[config.mk]
export PLATFORM = sky130hd
export DESIGN_NAME = lc3b_mem_ctrl
export DESIGN_NICKNAME = d
export VERILOG_FILES = /design/src/rtl/lc3b_mem_ctrl.sv
export SDC_FILE = /design/constraint.sdc
export NUM_CORES = 1
export LEC_CHECK = 0
export ABC_AREA = 0
export CAP_MARGIN = 20
export CORE_MARGIN = 2
export CORE_UTILIZATION = 42
export DETAILED_ROUTE_END_ITERATION = 8
export HOLD_SLACK_MARGIN = 0.15
export PLACE_DENSITY = 0.85
export SLEW_MARGIN = 5
export SYNTH_ARGS = -nofsm -noshare
export SYNTH_HDL_FRONTEND = slang
export SYNTH_SLANG_ARGS = --single-unit
[constraint.sdc]
create_clock -name clk -period 2.1 [get_ports clk]
set_input_delay 0.525 -clock clk [delete_from_list [all_inputs] [get_ports clk]]
set_output_delay 0.525 -clock clk [all_outputs]
set_load 0.01 [all_outputs]
[src/rtl/lc3b_mem_ctrl.sv]
// LC-3b memory-side controller: owns MAR/MDR and runs the MIO.EN / R.W / DATA.SIZE -> R
// handshake against a variable-latency memory, with byte-lane enables and a response timeout.
module lc3b_mem_ctrl #(
  parameter int unsigned TIMEOUT = 15
) (
  input  logic        clk,
  input  logic        reset,
  input  logic        ld_mar,
  input  logic [15:0] mar_in,
  input  logic        ld_mdr,
  input  logic [15:0] mdr_in,
  input  logic        mio_en,
  input  logic        r_w,
  input  logic        data_size,
  output logic [15:0] mar,
  output logic [15:0] mdr,
  output logic        r,
  output logic        busy,
  output logic        err,
  output logic        mem_en,
  output logic [15:0] mem_addr,
  output logic [1:0]  mem_we,
  output logic [15:0] mem_wdata,
  input  logic [15:0] mem_rdata,
  input  logic        mem_ready
);

  typedef enum logic [1:0] {
    IDLE   = 2'd0,
    ACCESS = 2'd1,
    DONE   = 2'd2
  } state_t;

  state_t      state, state_nx;
  logic [7:0]  cnt;
  logic        rw_q;
  logic        size_q;
  logic [15:0] mar_nx;
  logic        timeout_hit;

  // The alignment check must see the address this access will actually use.
  assign mar_nx      = ld_mar ? mar_in : mar;
  assign timeout_hit = (cnt == 8'(TIMEOUT - 1)) && !mem_ready;

  assign mem_addr  = {mar[15:1], 1'b0};
  assign mem_wdata = size_q ? mdr : {mdr[7:0], mdr[7:0]};

  // NOTE: sequential state uses non-blocking (<=) so every register samples pre-edge values.
  always_ff @(posedge clk) begin
    if (reset) state <= IDLE;
    else       state <= state_nx;
  end

  // NOTE: every output gets a default before the case so no path leaves one unassigned (no latches).
  always_comb begin
    state_nx = state;
    mem_en   = 1'b0;
    busy     = 1'b0;
    r        = 1'b0;
    mem_we   = 2'b00;
    unique case (state)
      IDLE: begin
        if (mio_en) state_nx = ACCESS;
      end
      ACCESS: begin
        mem_en = 1'b1;
        busy   = 1'b1;
        if (rw_q) begin
          if (size_q) mem_we = 2'b11;
          else        mem_we = mar[0] ? 2'b10 : 2'b01;
        end
        if (mem_ready || timeout_hit) state_nx = DONE;
      end
      DONE: begin
        r        = 1'b1;
        state_nx = IDLE;
      end
      default: state_nx = IDLE;
    endcase
  end

  always_ff @(posedge clk) begin
    if (reset) begin
      mar    <= '0;
      mdr    <= '0;
      err    <= 1'b0;
      cnt    <= '0;
      rw_q   <= 1'b0;
      size_q <= 1'b0;
    end else begin
      unique case (state)
        IDLE: begin
          cnt <= '0;
          if (ld_mar) mar <= mar_in;
          if (ld_mdr) mdr <= mdr_in;
          if (mio_en) begin
            rw_q   <= r_w;
            size_q <= data_size;
            if (data_size && mar_nx[0]) err <= 1'b1;
          end
        end
        ACCESS: begin
          // MAR/MDR are frozen here; only a completing read may write MDR.
          if (mem_ready) begin
            if (!rw_q) mdr <= mem_rdata;
          end else begin
            cnt <= cnt + 8'd1;
            if (timeout_hit) err <= 1'b1;
          end
        end
        DONE: begin
          if (ld_mar) mar <= mar_in;
          if (ld_mdr) mdr <= mdr_in;
        end
        default: ;
      endcase
    end
  end

endmodule

==> Yosys cells after proc, flatten, opt, wreduce, memory -nomap -nowiden <==
Index checks and enable logic that the tools add are counted.
{ "classes": {"n_addsub": 1, "n_eq_ne": 11, "n_mux": 22, "reduce_logical": 14} }
{ "op_table": {"columns": ["operator", "n"], "rows": [
  ["16-bit two-way mux", 4],
  ["16-bit one-hot mux with 2 select lines", 1],
  ["8-bit one-hot mux with 2 select lines", 1],
  ["2-bit != test, second input constant", 7],
  ["2-bit two-way mux", 6],
  ["8-bit by 1-bit adder with 8-bit output, second input constant", 1],
  ["8-bit by 4-bit == test with 1-bit output, second input constant", 1],
  ["8-bit two-way mux", 1],
  ["2-bit AND reduction", 4],
  ["1-bit two-way mux", 7],
  ["5-bit AND reduction", 1],
  ["2-bit one-hot mux with 2 select lines", 1],
  ["4-bit AND reduction", 1],
  ["2-bit nonzero test", 2],
  ["2-bit by 1-bit == test with 1-bit output, second input constant", 1],
  ["2-bit == test, second input constant", 1],
  ["1-bit logical AND", 2],
  ["2-bit logical NOT", 1],
  ["2-bit by 1-bit != test with 1-bit output, second input constant", 1],
  ["1-bit one-hot mux with 2 select lines", 1],
  ["2-bit OR reduction", 1],
  ["1-bit logical NOT", 1],
  ["1-bit logical OR", 1]
]} }
{ "word_totals": {"reg_bits": 45, "inputBits": 56, "out_inout_bits": 70, "wordCells": 56} }

==> Longest topological paths before layout <==
Gate-level depths: netlist of the first run.
{ "logic_depth": {"ltp_word": 5, "depth_mapped": 6, "mapped_depth_nobuf": 6} }

==> Least setup slack after synthesis of the first run <==
OpenSTA, ideal clock, no wires.
{ "synth_timing": {"kind": "register -> output", "startpoint": "register size_q", "endpoint": "output port mem_wdata[10]", "t_arrival_ns": 1.020, "t_required_ns": 1.575, "slack_ns": 0.555, "stages_incl_launch_ff": 3, "path_buffers": 1, "path_cell_list": "dfxtp_1 -> clkbuf_1 -> mux2_2"} }
{ "synth_between": {"elab_chain_cells": 1} }
{ "synth_rtl": {"columns": ["item", "line", "rtl"], "rows": [
  ["start, declared", "37", "logic size_q;"],
  ["start signal, assigned", "98", "size_q <= data_size;"],
  ["16-bit two-way mux", "46", "assign mem_wdata = size_q ? mdr : {mdr[7:0], mdr[7:0]};"],
  ["end, declared", "23", "output logic [15:0] mem_wdata,"]
]} }
Every way passes these cells.

==> Worst setup path in the final report of the first run <==
{ "layout_timing": {"startpoint": "register state[1]", "endpoint": "output port mem_en"} }
{ "layout_between": {"elab_chain_cells": 2} }
{ "layout_rtl": {"columns": ["item", "line", "rtl"], "rows": [
  ["start, declared", "34", "state_t state, state_nx;"],
  ["start signal, assigned", "51", "else state <= state_nx;"],
  ["2-bit by 1-bit == test with 1-bit output", "61", "unique case (state)"],
  ["1-bit two-way mux", "61", null],
  ["end, declared", "20", "output logic mem_en,"]
]} }
Every way passes these cells.

==> run summary, run 1 <==
STA
-------------------------------------------------------------------------------------------------
Slew at the pin closest to its max-slew limit                                              621 ps
Count of pins over their slew limit                                                             0
Final worst-path cycle share                                                                0.929
Number of hold violations in the final report                                                   0
Total of endpoints with negative setup slack in the final report                                0
Unrepaired setup endpoints after global routing                                             false
Fmax                                                                                    0.512 GHz
Worst setup margin                                                                         149 ps
Largest clock skew in the final design                                                    3.99 ps
Tmin final                                                                                1950 ps
Worst slew margin                                                                           0.586
Total negative slack                                                                         0 ps

FINAL LAYOUT
-------------------------------------------------------------------------------------------------
Share of final-layout standard cells stronger than drive strength 1                         0.129
Non-Filler Instances                                                                          429
Post-layout net count                                                                         414
Growth of design area from synthesis to finish                                              50.4%
Number of diodes                                                                                0

PLACEMENT
-------------------------------------------------------------------------------------------------
Post-place setup slack                                                                    79.6 ps
Placed Cells incl. Taps                                                                       421
Estimated wirelength of the detail-placed design                                          4480 um
Last weighted congestion value of the routability-driven placer                             0.813
I/O Buffers                                                                                   124

CTS
-------------------------------------------------------------------------------------------------
Sink count of the clock tree                                                                   45
Setup Buffers After CTS                                                                         0
Reg clk slew, reported paths                                                                80 ps
H-tree level count                                                                              2
CTS tree                                                                                     done
Buffer depth of the longest clock path                                                          2
Clock tree root driver cell                                                          sky130_fd_sc_hd__clkbuf_8
Clock buffer count from CTS                                                                     5
Clock network latency to the later pin of the worst-skew pair                              300 ps

POWER
-------------------------------------------------------------------------------------------------
Power after layout                                                                        2.10 mW
Proportion of total power due to net switching                                              0.283
NetSw                                                                                    0.595 mW
Clock group share of total power                                                            0.244
Internal Power                                                                            1.51 mW
LEAKAGE                                                                                   1.33 nW
Combinational power share                                                                   0.297
Power density over the cells                                                          595 nW/um^2
Worst voltage drop across the vdd grid                                                   0.273 mV
Share of total power in sequential cells                                                    0.459

RUN STATUS
-------------------------------------------------------------------------------------------------
Outcome                                                                              complete, no violations

YOSYS
-------------------------------------------------------------------------------------------------
Proportion of netlist area held by the largest area contributor                             0.384
Post-Syn Area                                                                           2350 um^2
Mapped Nets                                                                                   319
Most common flop cell mapped by yosys                                                sky130_fd_sc_hd__dfxtp_1
Biggest area consumer among synthesized cells                                        sky130_fd_sc_hd__dfxtp_1
Most area-consuming cells after synthesis                                            sky130_fd_sc_hd__dfxtp_1, sky130_fd_sc_hd__buf_4, sky130_fd_sc_hd__a211oi_2, sky130_fd_sc_hd__mux2i_1, sky130_fd_sc_hd__nand2_1
Fraction of the yosys area taken by sequential cells                                        0.384
Warnings, synthesis                                                                             0
Mapped Cells                                                                                  261
Synth Register Bits                                                                            45
Share of flip-flops with an asynchronous set or reset after synthesis                           0
EDFF count, synth                                                                               0
Number of distinct library cell variants in the gate-level netlist after synthesis             37
Average size of a mapped cell                                                           8.99 um^2

WORST SETUP PATH
-------------------------------------------------------------------------------------------------
Crit-path max FO                                                                                4
Endpoint arrival time on the critical path                                                1430 ps
Worst setup SP type                                                                      register
Required @ worst endpoint                                                                 1570 ps
Type of the setup path with the least slack                                          register to output port
Worst setup EP type                                                                   output port

DRT
-------------------------------------------------------------------------------------------------
Per-cell routed wire length                                                               13.9 um
Residual antenna-violating net count after detailed routing                                     0
Number of vias after detailed routing                                                       2,113
Number of iterations in the first detailed-routing pass                                         4
Wire length after detailed routing                                                        5960 um
DRC Markers                                                                                     0
Average vias per placed instance                                                             4.93
Initial DRC Count                                                                              66

GLOBAL ROUTING
-------------------------------------------------------------------------------------------------
Initial antenna violation count                                                                 0
GRT Total Usage                                                                             0.201
First-pass GRT wire length                                                                9760 um
Total overflow reported by the global router                                                    0
Vias in the first global route                                                              2,100
Largest net degree at the start of global routing                                              33

FLOORPLAN
-------------------------------------------------------------------------------------------------
Full die area                                                                           6200 um^2
Row cnt                                                                                        27
Starting utilization of the core area                                                       0.432
Number of top-level pins                                                                      126
Vertical die dimension                                                                    78.8 um
Floorplan core area                                                                     5440 um^2
Die extent in x                                                                           78.8 um

JOB
-------------------------------------------------------------------------------------------------
Max_cap viols                                                                                   0

WORST HOLD PATH
-------------------------------------------------------------------------------------------------
Hold/Removal Path Class                                                              register to register

-- cell families after synthesis --
kind of cell,Yosys count,share of synthesized area
muxes,27,0.121
other,1,0.00160
DFF,45,0.384
buffers and inverters,48,0.133
AOI/OAI and AO/OA,48,0.167
and+or+nand+nor,90,0.183
adders and majority gates,2,0.0107
-- registers in the layout (all words and copies together), names as in the netlist --
register  flops
err           1
mdr          16
cnt           8
mar          16
rw_q          1
size_q        1
state         2
-- path summary, 6_finish.rpt --
check | to | slack [ps] | cells after the start | start
worst max register to register | cnt[4] | 370 | 5 | state[0]
worst min register to register | mar[5] | 470 | 2 | mar[5]
worst min-delay path | mar[5] | 470 | 2 | mar[5]
worst max-delay path | mem_en | 150 | 3 | state[1]
-- synthesized netlist by cell type (2+ instances only) --
master,number
sky130_fd_sc_hd__dfxtp_1,45
sky130_fd_sc_hd__mux2i_1,16
sky130_fd_sc_hd__ha_1,2
sky130_fd_sc_hd__buf_2,4
sky130_fd_sc_hd__o31ai_1,3
sky130_fd_sc_hd__nor3_1,4
sky130_fd_sc_hd__buf_4,26
sky130_fd_sc_hd__mux2_2,11
sky130_fd_sc_hd__a211oi_1,4
sky130_fd_sc_hd__buf_1,2
sky130_fd_sc_hd__nand2_1,40
sky130_fd_sc_hd__clkbuf_1,7
sky130_fd_sc_hd__nor2b_1,2
sky130_fd_sc_hd__inv_1,4
sky130_fd_sc_hd__nor2_1,24
sky130_fd_sc_hd__a21oi_1,22
sky130_fd_sc_hd__nand3_1,4
sky130_fd_sc_hd__nand2b_1,2
sky130_fd_sc_hd__a211oi_2,14
sky130_fd_sc_hd__buf_6,4
sky130_fd_sc_hd__nand4b_1,5
-- cell usage in the layout, fill, tap and decap left out, types with 2 or more instances in the layout --
cell and instances:
sky130_fd_sc_hd__nand2_1 40, sky130_fd_sc_hd__nand2b_1 2, sky130_fd_sc_hd__a21oi_1 22, sky130_fd_sc_hd__inv_1 4, sky130_fd_sc_hd__clkdlybuf4s50_1 112, sky130_fd_sc_hd__a211oi_1 4, sky130_fd_sc_hd__nor2_1 24, sky130_fd_sc_hd__mux2_2 11
sky130_fd_sc_hd__buf_4 4, sky130_fd_sc_hd__clkinv_2 2, sky130_fd_sc_hd__ha_1 2, sky130_fd_sc_hd__nor3_1 4, sky130_fd_sc_hd__dlygate4sd2_1 11, sky130_fd_sc_hd__a211oi_2 14, sky130_fd_sc_hd__o31ai_1 3, sky130_fd_sc_hd__nand4b_1 5
sky130_fd_sc_hd__buf_12 2, sky130_fd_sc_hd__clkbuf_8 5, sky130_fd_sc_hd__mux2i_1 16, sky130_fd_sc_hd__nand3_1 4, sky130_fd_sc_hd__dfxtp_1 44, sky130_fd_sc_hd__nor2b_1 2
-- critical path, cell delays in order (launching register included) --
cell and delay (ps):
sky130_fd_sc_hd__dfxtp_1 310, sky130_fd_sc_hd__nand2b_4 160, sky130_fd_sc_hd__inv_1 110, sky130_fd_sc_hd__clkdlybuf4s50_1 550
-- layout make-up --
cell class	count	area [um^2]
sequential	45	902
fill	478	1910
inverter	5	18.8
timing repair buffer	131	1300
multi-input combinational	168	1130
clock inverter	2	10.0
clock buffer	6	72.6
tap	72	90.1
-- power by group through the flow --
stage          clock (mW)  sequential [mW]  combinational (mW)
6_report            0.512            0.963               0.625
5_1_grt             0.571            0.973               0.672
3_3_place_gp            0            0.980               0.630
3_5_place_dp            0            0.982               0.642
4_1_cts             0.535            0.964               0.632
2_1_floorplan           0            0.995               0.317
-- layer usage --
layer  track usage  vias up  wire [um]
met2         0.350      105       2920
met3        0.0670        6        552
met4        0.0737        0         79
met5             0        -          0
li1              -     1063          -
met1         0.228      939       2410
-- what timing repair did --
item / in CTS / in global routing
setup endpoints to repair: 11 / 0
gates resized for setup: 13 / 0
hold buffers: 0 / 0
-- per-stage QoR --
stage	instance area, um^2	hold slack [ps]	util
detailed placement	3460	463	0.636
finish	3530	469	0.649
floorplan	2350	432	-
CTS	3530	476	0.649
global route	3530	494	0.649
global placement	3460	455	0.636
Power figures use the tool's default switching activity.
==> inputs of run 2 (changes only) <==
Settings changed: CORE_UTILIZATION 42 to 45, DONT_BUFFER_PORTS set to 1, PLACE_DENSITY 0.85 to not set.
==> run summary, run 2 (synthesized netlist as in run 1, its figures left out) <==
CTS
-------------------------------------------------------------------------------------
H-tree level count                                                                  2
Sink count of the clock tree                                                       45
CTS tree                                                                         done
Post-cts resize count                                                               0
Cts-stage hold buffer count                                                         0
Reg clk slew, reported paths                                                    90 ps
Clock tree root driver cell                                              sky130_fd_sc_hd__clkbuf_8
Setup Buffers After CTS                                                             0
Clock buffer count from CTS                                                         5
Buffer depth of the longest clock path                                              2
Clock network latency to the later pin of the worst-skew pair                  290 ps

DRT
-------------------------------------------------------------------------------------
Average vias per placed instance                                                 5.35
Number of iterations in the first detailed-routing pass                             4
Residual antenna-violating net count after detailed routing                         0
Wire length after detailed routing                                            4680 um
DRC Markers                                                                         0
Per-cell routed wire length                                                   15.6 um
Number of vias after detailed routing                                           1,604
Initial DRC Count                                                                  82

FINAL LAYOUT
-------------------------------------------------------------------------------------
Largest registers                                                        mar (16), mdr (16), cnt (8)
Number of diodes                                                                    0
Commonest non-fill, non-tap cells in the layout                          sky130_fd_sc_hd__dfxtp_1, sky130_fd_sc_hd__nand2_1, sky130_fd_sc_hd__nor2_1
Non-Filler Instances                                                              300
Count of filler cells inserted in the layout                                      519
Post-layout net count                                                             287
Footprint of the multi-input gates                                          1130 um^2
Area taken by flip-flops and latches                                         901 um^2
Most frequent standard cell in the layout excluding fill and tap cells   sky130_fd_sc_hd__dfxtp_1
Share of final-layout standard cells stronger than drive strength 1             0.183
Growth of design area from synthesis to finish                                 -3.84%

STA
-------------------------------------------------------------------------------------
Total negative slack                                                             0 ps
Unrepaired setup endpoints after global routing                                 false
Largest clock skew in the final design                                        3.30 ps
Count of pins over their slew limit                                                 0
Slew at the pin closest to its max-slew limit                                  993 ps
Number of hold violations in the final report                                       0
Tmin final                                                                    1960 ps
Final worst-path cycle share                                                    0.931
Total of endpoints with negative setup slack in the final report                    0
Worst slew margin                                                               0.337
Fmax                                                                        0.511 GHz

WORST HOLD PATH
-------------------------------------------------------------------------------------
Hold/Removal Path Class                                                  primary input to register

FLOORPLAN
-------------------------------------------------------------------------------------
Starting utilization of the core area                                           0.463
Full die area                                                               5810 um^2
Number of top-level pins                                                          126
Die extent in x                                                               76.2 um
Floorplan core area                                                         5070 um^2
Vertical die dimension                                                        76.2 um
Row cnt                                                                            26

GLOBAL ROUTING
-------------------------------------------------------------------------------------
Vias in the first global route                                                  1,459
Initial antenna violation count                                                     0
GRT Total Usage                                                                 0.164
Largest net degree at the start of global routing                                  49
Total overflow reported by the global router                                        0
First-pass GRT wire length                                                    7560 um

WORST SETUP PATH
-------------------------------------------------------------------------------------
Max stage delay cell, worst path                                         sky130_fd_sc_hd__dfxtp_1
Cell chain of the critical path                                                mux2_2
Worst setup SP type                                                          register
Max stage delay on crit path                                                   690 ps
Crit-path max FO                                                                   11
Type of the setup path with the least slack                              register to output port
Required @ worst endpoint                                                     1570 ps
Endpoint arrival time on the critical path                                    1430 ps
Buffer and inverter count on the worst path                                         0
Setup slack of the worst register-to-register path                             390 ps
Kind of cell adding the most delay to the critical path                    flip-flops
Worst setup EP type                                                       output port

PLACEMENT
-------------------------------------------------------------------------------------
I/O Buffers                                                                         0
Last weighted congestion value of the routability-driven placer                 0.716
Estimated wirelength of the detail-placed design                              3290 um
Placed Cells incl. Taps                                                           292

POWER
-------------------------------------------------------------------------------------
Power density over the cells                                              793 nW/um^2
LEAKAGE                                                                      0.805 nW
Worst voltage drop across the vdd grid                                       0.312 mV

RUN STATUS
-------------------------------------------------------------------------------------
Outcome                                                                  complete, no violations

JOB
-------------------------------------------------------------------------------------
Max_cap viols                                                                       0

[run 2: cell count changes in the layout (fill, tap and decap cells not counted), sizes merged]
| cell | previous run | this run |
|---|---|---|
| buf | 8 | 4 |
| clkbuf | 6 | 5 |
| dlygate4sd2 | 11 | 0 |
| clkinvlp | 0 | 1 |
| clkdlybuf4s50 | 112 | 0 |
[run 2: path summary, 6_finish.rpt]
path,from,to,depth (start not counted)
worst max-delay path,size_q,mem_wdata[15],1
worst min-delay path,reset,mdr[7],1
worst max register to register,state[0],mar[1],4
worst min register to register,cnt[7],cnt[7],1
[run 2: area by class of cell]
class,count,share of cell area
Clock buffer,5,0.0305
Clock inverter,3,0.00776
Inverter,5,0.00831
Multi-Input combinational cell,168,0.502
Sequential cell,45,0.399
Tap cell,70,0.0388
Timing Repair Buffer,4,0.0133
[run 2: through the flow]
| stage | util | cell area, um^2 | setup WS [ps] | hold slack [ps] | total power [mW] |
|---|---|---|---|---|---|
| 6_report | 0.445 | 2260 | 144 | 285 | 1.79 |
| 5_1_grt | 0.445 | 2260 | 74.6 | 262 | 1.90 |
| 4_1_cts | 0.445 | 2260 | 104 | 274 | 1.82 |
| 3_5_place_dp | 0.428 | 2170 | 383 | 457 | 1.29 |
| 3_3_place_gp | 0.428 | 2170 | 399 | 461 | 1.29 |
| 2_1_floorplan | - | 2350 | 555 | 432 | 1.31 |
[run 2: power breakdown]
part	internal (mW)	switching (mW)	leakage, nW
Clock	0.230	0.296	0.0439
Combinational	0.110	0.138	0.391
Sequential	0.911	0.106	0.370
[run 2: routing by layer]
metal | vias to the layer above | global-route usage | part of all wire
met5 | - | 0 | 0
met4 | 0 | 0.0564 | 0.014
met3 | 6 | 0.0616 | 0.087
met2 | 78 | 0.269 | 0.45
met1 | 718 | 0.199 | 0.45
li1 | 802 | - | -
[run 2: worst register-to-register path, cell delays in order (launching register included)]
cell	delay (ps)
sky130_fd_sc_hd__dfxtp_1	360
sky130_fd_sc_hd__buf_4	210
sky130_fd_sc_hd__nor2b_1	780
sky130_fd_sc_hd__nand2_1	120
sky130_fd_sc_hd__a21oi_1	170
==> inputs of run 3 (changes only) <==
Settings changed: SLEW_MARGIN 5 to 20.
==> results of run 3 <==
No change in the layout: final DEF, timing and power equal those of run 2.
